$ cat config.mk
export PLATFORM = sky130hd
export DESIGN_NAME = wb_host_initiator
export DESIGN_NICKNAME = d
export VERILOG_FILES = /design/src/rtl/wb_host_initiator.sv
export SDC_FILE = /design/constraint.sdc
export NUM_CORES = 1
export LEC_CHECK = 0
export ABC_AREA = 1
export CORE_MARGIN = 2
export CORE_UTILIZATION = 46
export CTS_CLUSTER_SIZE = 14
export DETAILED_ROUTE_END_ITERATION = 16
export PLACE_DENSITY = 0.86
export SYNTH_ARGS = -nofsm -noshare
export SYNTH_HDL_FRONTEND = slang
export SYNTH_SLANG_ARGS = --single-unit
export TNS_END_PERCENT = 10
$ cat constraint.sdc
create_clock -name wb_clk_i -period 2.65 [get_ports wb_clk_i]
set_input_delay 0.265 -clock wb_clk_i [delete_from_list [all_inputs] [get_ports wb_clk_i]]
set_output_delay 0.265 -clock wb_clk_i [all_outputs]
set_load 0.05 [all_outputs]
$ cat src/rtl/wb_host_initiator.sv
// Wishbone classic initiator: one single-beat bus cycle per local command,
// with an ack timeout, a response holding register and transaction/error counters.
module wb_host_initiator #(
    parameter int TIMEOUT = 255,
    parameter int CNT_W   = 16
) (
    input  logic             wb_clk_i,
    input  logic             wb_rst_ni,
    input  logic             cmd_valid,
    output logic             cmd_ready,
    input  logic             cmd_we,
    input  logic [3:0]       cmd_sel,
    input  logic [31:0]      cmd_adr,
    input  logic [31:0]      cmd_dat,
    output logic             rsp_valid,
    input  logic             rsp_ready,
    output logic [31:0]      rsp_dat,
    output logic             rsp_err,
    output logic             wbm_cyc_o,
    output logic             wbm_stb_o,
    output logic             wbm_we_o,
    output logic [3:0]       wbm_sel_o,
    output logic [31:0]      wbm_adr_o,
    output logic [31:0]      wbm_dat_o,
    input  logic [31:0]      wbm_dat_i,
    input  logic             wbm_ack_i,
    output logic [CNT_W-1:0] txn_count,
    output logic [7:0]       err_count
);

    localparam int TMO_W  = (TIMEOUT > 1) ? $clog2(TIMEOUT) : 1;
    localparam bit TMO_EN = (TIMEOUT != 0);

    typedef enum logic [1:0] {
        IDLE = 2'd0,
        BUS  = 2'd1,
        RESP = 2'd2
    } state_e;

    state_e             state_q, state_d;
    logic               cmd_ready_q, cmd_ready_d;
    logic               rsp_valid_q, rsp_valid_d;
    logic [31:0]        rsp_dat_q, rsp_dat_d;
    logic               rsp_err_q, rsp_err_d;
    logic               cyc_q, cyc_d;
    logic               we_q, we_d;
    logic [3:0]         sel_q, sel_d;
    logic [31:0]        adr_q, adr_d;
    logic [31:0]        dat_q, dat_d;
    logic [TMO_W-1:0]   tmo_q, tmo_d;
    logic [CNT_W-1:0]   txn_q, txn_d;
    logic [7:0]         err_q, err_d;

    // Next-state and output decode; every handshake-facing output is registered
    // from the upcoming state so it is glitch-free and reset-clean.
    always_comb begin
        state_d = state_q;
        rsp_dat_d = rsp_dat_q;
        rsp_err_d = rsp_err_q;
        we_d = we_q;
        sel_d = sel_q;
        adr_d = adr_q;
        dat_d = dat_q;
        tmo_d = tmo_q;
        txn_d = txn_q;
        err_d = err_q;
        case (state_q)
            IDLE: begin
                if (cmd_valid && cmd_ready_q) begin
                    we_d    = cmd_we;
                    sel_d   = cmd_sel;
                    adr_d   = cmd_adr;
                    dat_d   = cmd_dat;
                    tmo_d   = {TMO_W{1'b0}};
                    state_d = BUS;
                end else begin
                    state_d = IDLE;
                end
            end
            BUS: begin
                // Ack takes priority over an expiring timeout in the same cycle.
                if (wbm_ack_i) begin
                    rsp_dat_d = we_q ? 32'h0000_0000 : wbm_dat_i;
                    rsp_err_d = 1'b0;
                    state_d   = RESP;
                end else if (TMO_EN && (tmo_q == TMO_W'(TIMEOUT - 1))) begin
                    rsp_dat_d = 32'h0000_0000;
                    rsp_err_d = 1'b1;
                    err_d     = (err_q == 8'hFF) ? 8'hFF : (err_q + 8'd1);
                    state_d   = RESP;
                end else begin
                    tmo_d = tmo_q + TMO_W'(1);
                end
            end
            RESP: begin
                if (rsp_ready) begin
                    txn_d   = txn_q + CNT_W'(1);
                    state_d = IDLE;
                end else begin
                    state_d = RESP;
                end
            end
            default: begin
                state_d = IDLE;
            end
        endcase
        cmd_ready_d = (state_d == IDLE);
        cyc_d       = (state_d == BUS);
        rsp_valid_d = (state_d == RESP);
    end

    // State and output registers with synchronous active-low reset.
    always_ff @(posedge wb_clk_i) begin
        if (!wb_rst_ni) begin
            state_q     <= IDLE;
            cmd_ready_q <= 1'b0;
            rsp_valid_q <= 1'b0;
            rsp_dat_q   <= 32'h0000_0000;
            rsp_err_q   <= 1'b0;
            cyc_q       <= 1'b0;
            we_q        <= 1'b0;
            sel_q       <= 4'h0;
            adr_q       <= 32'h0000_0000;
            dat_q       <= 32'h0000_0000;
            tmo_q       <= {TMO_W{1'b0}};
            txn_q       <= {CNT_W{1'b0}};
            err_q       <= 8'h00;
        end else begin
            state_q     <= state_d;
            cmd_ready_q <= cmd_ready_d;
            rsp_valid_q <= rsp_valid_d;
            rsp_dat_q   <= rsp_dat_d;
            rsp_err_q   <= rsp_err_d;
            cyc_q       <= cyc_d;
            we_q        <= we_d;
            sel_q       <= sel_d;
            adr_q       <= adr_d;
            dat_q       <= dat_d;
            tmo_q       <= tmo_d;
            txn_q       <= txn_d;
            err_q       <= err_d;
        end
    end

    assign cmd_ready = cmd_ready_q;
    assign rsp_valid = rsp_valid_q;
    assign rsp_dat   = rsp_dat_q;
    assign rsp_err   = rsp_err_q;
    assign wbm_cyc_o = cyc_q;
    assign wbm_stb_o = cyc_q;
    assign wbm_we_o  = we_q;
    assign wbm_sel_o = sel_q;
    assign wbm_adr_o = adr_q;
    assign wbm_dat_o = dat_q;
    assign txn_count = txn_q;
    assign err_count = err_q;

endmodule

# Word-level counts from Yosys, hierarchy flattened
# Cells that the tools add are included.
totals:
  inputBits: 106
  output_inout_bits: 130
  wordCells: 51
  reg_bits: 139
op_classes:
  bitwise_logic: 1
  n_eq_ne: 9
  add_sub_neg: 3
  reduce_logical: 10
  mux: 15
op_table:
  columns: ["op", "count"]
  rows:
  - ["two-way mux 32 bit", 3]
  - ["two-way mux 8 bit", 4]
  - ["adder 16 x 1 -> 16 bit, second input constant", 1]
  - ["adder 8 x 1 -> 8 bit, second input constant", 2]
  - ["equality test 8 bit, second input constant", 2]
  - ["one-hot mux 8 bit (2 select lines)", 1]
  - ["two-way mux 2 bit", 3]
  - ["!= test 2 bit, second input constant", 3]
  - ["one-hot mux 2 bit (3 select lines)", 1]
  - ["AND reduction 2 bit", 3]
  - ["equality test 2 x 1 -> 1 bit, second input constant", 2]
  - ["equality test 2 bit, second input constant", 2]
  - ["logical NOT 2 bit", 2]
  - ["AND reduction 4 bit", 1]
  - ["nonzero test 2 bit", 2]
  - ["two-way mux 1 bit", 3]
  - ["AND reduction 3 bit", 1]
  - ["logical AND 1 bit", 1]
  - ["inverter 1 bit", 1]

# Longest topological paths before layout
# Gate-level depths: netlist of run 1.
depth:
  depth_word: 5
  ltp_mapped: 10
  depth_no_buf: 9

# Worst setup path before layout of run 1
# Ideal clock, no wire load.
synth_path:
  kind: "register -> register"
  start: "reg err_q[0], in the netlist err_count[0]"
  end: "reg err_q[7], in the netlist err_count[7]"
  period_less_slack_ns: 1.702
  t_required_ns: 2.580
  path_buffers: 0
  setup_time_ns: 0.070
  t_arrival_ns: 1.631
  stages_incl_launch_ff: 8
  path_slack_ns: 0.948
  cell_sequence: "dfxtp_1 -> ha_1 -> nand2_1 -> nor2_1 -> nand4_1 -> nand3_1 -> nand2_1 -> a21oi_1"
synth_between:
  elab_chain_cells: 2
  word_cells_on_any_way: 3
  cone_classes: "add/sub (1); eq/ne (1); mux (1)"
synth_rtl:
  columns: ["item", "line_no", "rtl"]
  rows:
  - ["start: declaration", "52", "logic [7:0] err_q, err_d;"]
  - ["start signal: assignment", "141", "err_q <= err_d;"]
  - ["adder 8 x 1 -> 8 bit / equality test 8 bit (equally long branches)", "89", "err_d = (err_q == 8'hFF) ? 8'hFF : (err_q + 8'd1);"]
  - ["two-way mux 8 bit (*)", "89", null]
# Every way passes the cells marked *; elsewhere a longest branch is shown, timed or not.
# A chain may end at the register's enable or synchronous reset.

# Worst setup path in the final report of run 1
layout_path:
  start: "reg err_q[2], in the netlist err_count[2]"
  end: "out err_count[2]"
layout_lines:
  columns: ["item", "line_no", "rtl"]
  rows:
  - ["end: declaration", "28", "output logic [7:0] err_count"]
# No word-level cell between the ends.

==> run metrics, run 1 <==
Final Max Tran Viols 0; DRC Markers 0; power share of the clock group 42.1%; Layout area overhead 54.8%; largest net degree at the start of global routing 73; WP buf/inv 1; post-cts resize count 0; Buffers on Ports 235; sw frac 27.0%; CP max-delay cell clkdlybuf4s50_1; vias in the first global route 5194; Top delay family on crit path buffers and inverters; root buf cell clkbuf_16; internal power 4.17 mW; core area 11500 µm²; slew margin rel. 60.8%; Final HPWL DP 10400 µm; Final Hold Violating Endpoints 0; Static Leak between 3 and 4 nW; antenna violations before repair 0; fmax 0.510 GHz; PD cells 678 nW/µm²; Tot Pwr 5.71 mW; Worst Path Max Fanout 6; count of cell types in the netlist 34; Die X-Extent roughly 110 µm; cell area after synthesis 5440 µm²; FILL cells 863; Reg power frac 39.6%; worst slew pin tran 0.586 ns; Final period util 73.9%; ANT nets after route 0; RSZ-0062 raised after global routing false; Post-Route WL 15300 µm; Nets approximately 1000; peak supply drop 568 µV; Routability Congestion 0.850; Worst Path Arrival 1.69 ns; total I/O pin count 236; Initial Util 47.5%; outcome finished, final reports clean; CTS Buf Count 17; Worst path max stage delay 0.86 ns; Chip Height 113 µm; number of max-cap violations 0; worst skew pair latency approximately 0.42 ns; Avg Cell Area, Syn 7.67 µm²; TNS Setup 0 ns; total setup buffers inserted after CTS 0; drt wl/cell 14.1 µm; Worst EP required 2.38 ns; CP endpoint kind output pin; GRT Overall Usage between 20 and 25%; synthesized flop and latch total 139; Max Root-Sink Buffers 2; Tmin final 1.96 ns; DIE AREA 12700 µm²; Post-Syn Instances slightly above 700; CP startpoint kind flop; Syn Nets approximately 800; sequential element share of the synthesized area 51.1%; Rows 39; H-Tree Depth 4; CTS Sinks 139; Hold Crit Class input pin to flop; DR iter-0 viols 487; drt pass-1 iters 4; # diodes 0; first-pass GRT wire length 24400 µm; Comb pwr share 18.3%; Psw 1.54 mW; Vias/cell between 5 and 6; cts-stage hold buffer count 0; DR vias 5444; CTS tree yes; yosys warns 0; Setup Crit Path Kind flop to output pin; grt ovf 0; Worst-path clk slew 0.05 ns; clock skew 0.00455 ns; critical path cell sequence clkdlybuf4s50_1; Final setup violation count 0; share of cells above drive strength 1 6.47%
power groups by stage:
stage                     Clock [mW]  Sequential, mW  Combinational (mW)
after floorplan                    0            2.67               0.261
after CTS                       2.45            2.26                1.05
final                           2.40            2.26                1.04
after global routing            2.54            2.27                1.11
after detailed placement           0            2.31                1.04
after global placement             0            2.30                1.04
cell usage after synthesis:
master    instances  area [µm²]
nand2_2           4        25.0
nand3_4           1        17.5
nand2_1         102         383
dfxtp_1         139        2780
xor2_1            2        17.5
a21oi_1          58         290
o311ai_0          1        8.76
nand3_1          50         250
buf_2            10        50.1
o21ai_0          76         380
nand3_2           1        10.0
nor3_1            3        15.0
inv_1            30         113
a211oi_1          3        22.5
nor3b_1           1        7.51
nand2_4           3        33.8
xnor2_1           1        8.76
ha_1              4        50.1
clkbuf_1         18        67.6
and3_2            2        15.0
nor2_1          166         623
buf_6             5        56.3
nand4_1           6        37.5
or2_2             2        12.5
nor2_4            6        67.6
nand4_2           1        12.5
o21bai_1          2        15.0
buf_1             4        15.0
buf_4             3        22.5
nor2_2            1        6.26
clkinv_1          1        3.75
a21oi_2           1        8.76
and3_1            1        6.26
inv_2             2        7.51
routing by layer:
metal | share of wire [%] | global-route usage [%]
met1 | 40 | 26.7
met2 | 47 | 39.4
met3 | 9.5 | 10.5
met4 | 3.5 | 12.1
met5 | 0 | 0
area by class of cell:
class,instances,area (µm²),area share (%)
inverter,33,124,1.47
timing repair buffer,242,2410,28.6
tap,143,179,2.12
multi-input combinational,498,2320,27.6
sequential,139,2780,33.0
clock inverter,8,115,1.37
clock buffer,23,488,5.79
cells in the final DEF, fill, tap and decap left out, types with 2 or more instances in the layout:
cell / Yosys / layout
nand2_4: 3 / 3
clkinv_2: 0 / 5
o21ai_0: 76 / 76
nor2_1: 166 / 166
dfxtp_1: 139 / 139
nand4_1: 6 / 6
clkbuf_8: 0 / 4
o21bai_1: 2 / 2
nand2_1: 102 / 102
clkbuf_16: 0 / 17
nand2_2: 4 / 4
ha_1: 4 / 4
clkbuf_1: 18 / 2
xor2_1: 2 / 2
or2_2: 2 / 2
inv_1: 30 / 30
inv_2: 2 / 2
and3_2: 2 / 2
a211oi_1: 3 / 3
nand3_1: 50 / 50
nor3_1: 3 / 3
nor2_4: 6 / 6
buf_4: 3 / 6
a21oi_1: 58 / 58
bufinv_16: 0 / 3
clkdlybuf4s50_1: 0 / 234
state kept, by name, summed over array words and instances (netlist names), 2 cells and up:
signal,count
state_q,2
err_count,8
txn_count,16
tmo_q,8
wbm_adr_o,32
rsp_dat,32
wbm_dat_o,32
wbm_sel_o,4
final timing paths:
kind              slack, ns            to          from  depth (start not counted)
setup / recovery       0.69  err_count[2]  err_count[2]                          1
hold / removal         0.22  err_count[6]     wb_rst_ni                          3
setup reg to reg       0.83   rsp_dat[21]    state_q[0]                          7
hold reg to reg        0.48   rsp_dat[26]   rsp_dat[26]                          2
kinds of logic (layout without fill, tap and decap cells):
| group | Yosys count | after routing | share of synthesized area, % |
|---|---|---|---|
| simple gates | 350 | 350 | 28.0 |
| compound gates | 141 | 141 | 13.3 |
| buf+inv | 73 | 306 | 6.16 |
| flops | 139 | 139 | 51.1 |
| fa+ha+maj | 4 | 4 | 0.920 |
| xor+xnor | 3 | 3 | 0.483 |
metrics by stage:
step / instance area [µm²] / utilization (%) / instances / hold slack (ns) / setup slack [ns]
after floorplan: 5440 / - / 710 / 0.412 / 0.948
after global placement: 7820 / 68.2 / 1055 / 0.461 / 0.827
after detailed placement: 7820 / 68.2 / 1055 / 0.470 / 0.797
after CTS: 8430 / 73.5 / 1086 / 0.204 / 0.663
after global routing: 8430 / 73.5 / 1086 / 0.232 / 0.605
final: 8430 / 73.5 / 1086 / 0.220 / 0.691
(Power assumes the default switching activity.)
==> inputs of run 2 (changes only) <==
--- a/config.mk
+++ b/config.mk
@@ -7,10 +7,10 @@
 export LEC_CHECK = 0
 export ABC_AREA = 1
 export CORE_MARGIN = 2
-export CORE_UTILIZATION = 46
+export CORE_UTILIZATION = 38
 export CTS_CLUSTER_SIZE = 14
 export DETAILED_ROUTE_END_ITERATION = 16
-export PLACE_DENSITY = 0.86
+export PLACE_DENSITY = 0.76
 export SYNTH_ARGS = -nofsm -noshare
 export SYNTH_HDL_FRONTEND = slang
 export SYNTH_SLANG_ARGS = --single-unit
==> constraint.sdc (replaced) <==
create_clock -name wb_clk_i -period 1.8 [get_ports wb_clk_i]
set_input_delay 0.18 -clock wb_clk_i [delete_from_list [all_inputs] [get_ports wb_clk_i]]
set_output_delay 0.18 -clock wb_clk_i [all_outputs]
set_load 0.05 [all_outputs]
==> run 2 against run 1 <==
Compared with the run above:
- worst setup slack lost 0.65 ns
- sequential power grew 47%
- utilization shrank 12 points
- first-iteration DRC count shrank 53%
- global-route usage shrank 4.4 points
- largest power group unchanged
==> run metrics, run 2 (same netlist as run 1, synthesis figures left out) <==
Final setup violation count 0; clock skew 0.00537 ns; commonest non-fill, non-tap cell in the layout clkdlybuf4s50_1; CTS tree yes; Static Leak 3.61 nW; drt pass-1 iters 4; Worst Path Arrival 1.58 ns; PD cells 969 nW/µm²; FF-to-FF End tmo_q[4]; Post-Route WL roughly 15000 µm; first-pass GRT wire length 23400 µm; Top delay family on crit path buffers and inverters; Nets between 1000 and 1500; most frequent cells in the layout clkdlybuf4s50_1, nor2_1, dfxtp_1, nand2_1, o21ai_0; TNS Setup 0 ns; slew margin rel. 61.9%; Worst Hold Launch wb_rst_ni; Reg power frac 40.2%; vias in the first global route about 4900; worst skew pair latency slightly above 0.4 ns; CP endpoint kind output pin; Final Max Tran Viols 0; CTS Buf Count 17; CTS Sinks 139; R2R cell count 9; RSZ-0062 raised after global routing false; number of max-cap violations 0; root buf cell clkbuf_16; internal power 5.94 mW; DRC Markers 0; final core occ around three fifths; Worst EP required 1.62 ns; power share of the clock group 41.1%; antenna violations before repair 1; RR Startpoint tmo_q[0]; drt wl/cell roughly 13 µm; DIE AREA 15300 µm²; Buffers on Ports 235; sw frac 28.2%; Comb pwr share 18.6%; Rows 43; Final Hold Violating Endpoints 0; Worst-path clk slew 0.06 ns; critical path cell sequence clkdlybuf4s50_1; non-filler instance count after layout roughly 1100; CP max-delay cell clkdlybuf4s50_1; share of cells above drive strength 1 8.75%; Final period util 97.5%; DR iter-0 viols between 200 and 250; GRT Overall Usage 19.7%; outcome finished, final reports clean; Vias/cell about 4.8; Worst Path Max Fanout 2; WHS Path Cells 3; Setup Crit Path Kind flop to output pin; total setup buffers inserted after CTS 0; Die X-Extent ~120 µm; largest net degree at the start of global routing 55; core area 13900 µm²; Layout area overhead 56.9%; fmax 0.570 GHz; Routability Congestion 0.844; Max Root-Sink Buffers 2; Chip Height 124 µm; Hold Crit Class input pin to flop; WP buf/inv 1; cts-stage hold buffer count 0; peak supply drop 692 µV; # diodes 0; H-Tree Depth 4; ANT nets after route 0; Initial Util 39.1%; worst slew pin tran 0.564 ns; CP startpoint kind flop; Worst Hold End tmo_q[6]; r2r setup slk roughly 0.15 ns; Worst path max stage delay 0.83 ns; Psw 2.34 mW; Tmin final between 1.5 and 2 ns; grt ovf 0; placed cells 1099; total I/O pin count 236; DR vias 5390; Final HPWL DP 10600 µm
[run 2: worst min-delay path, stage by stage]
cell and delay, ns:
buf_2 0.24, nand2_1 0.12, a21oi_1 0.04
[run 2: worst max path at each step]
| stage | start | to | slack, ns | cells after the start |
|---|---|---|---|---|
| global route | rsp_dat[22] | rsp_dat[22] | 0.0007 | 1 |
| global placement | cmd_valid | wbm_dat_o[26] | 0.18 | 5 |
| finish | rsp_dat[12] | rsp_dat[12] | 0.04 | 1 |
| floorplan | err_count[0] | err_count[7] | 0.1 | 7 |
| detailed placement | cmd_valid | wbm_adr_o[2] | 0.15 | 5 |
| CTS | txn_count[10] | txn_count[10] | 0.004 | 1 |
[run 2: area by class of cell]
cell class / instances / area [µm²]
inverters: 33 / 124
well taps: 180 / 225
clock inverters: 10 / 119
clock buffers: 20 / 457
flip-flops and latches: 139 / 2780
multi-input cells: 498 / 2320
fillers: 1224 / 5390
repair buffers: 249 / 2510
[run 2: timing repair]
action | 4_1_cts | 5_1_grt
pin swaps | 0 | 0
setup endpoints to repair | 19 | 17
gates resized for setup | 19 | 17
hold endpoints to repair | 0 | 0
[run 2: per-layer routing]
layer  GRT usage [%]  up-vias  wire, µm
met5               0        -        15
met4            8.45        2       451
met3            9.71       31      1550
met2            30.4      201      6930
met1            23.0     2397      6270
li1                -     2759         -
[run 2: power by group through the flow]
stage | combinational, mW | sequential, mW | clock [mW]
6_report | 1.54 | 3.33 | 3.40
5_1_grt | 1.65 | 3.35 | 3.62
4_1_cts | 1.56 | 3.33 | 3.49
3_5_place_dp | 1.55 | 3.40 | 0
3_3_place_gp | 1.55 | 3.39 | 0
2_1_floorplan | 0.385 | 3.93 | 0
[run 2: through the flow]
step	power, mW	hold slack (ns)	area, µm²	setup slack [ns]
global placement	4.94	0.461	7950	0.183
floorplan	4.31	0.327	5440	0.0984
detailed placement	4.95	0.471	7950	0.150
global route	8.62	0.243	8540	0.000729
finish	8.28	0.218	8540	0.0442
CTS	8.38	0.195	8500	0.00408
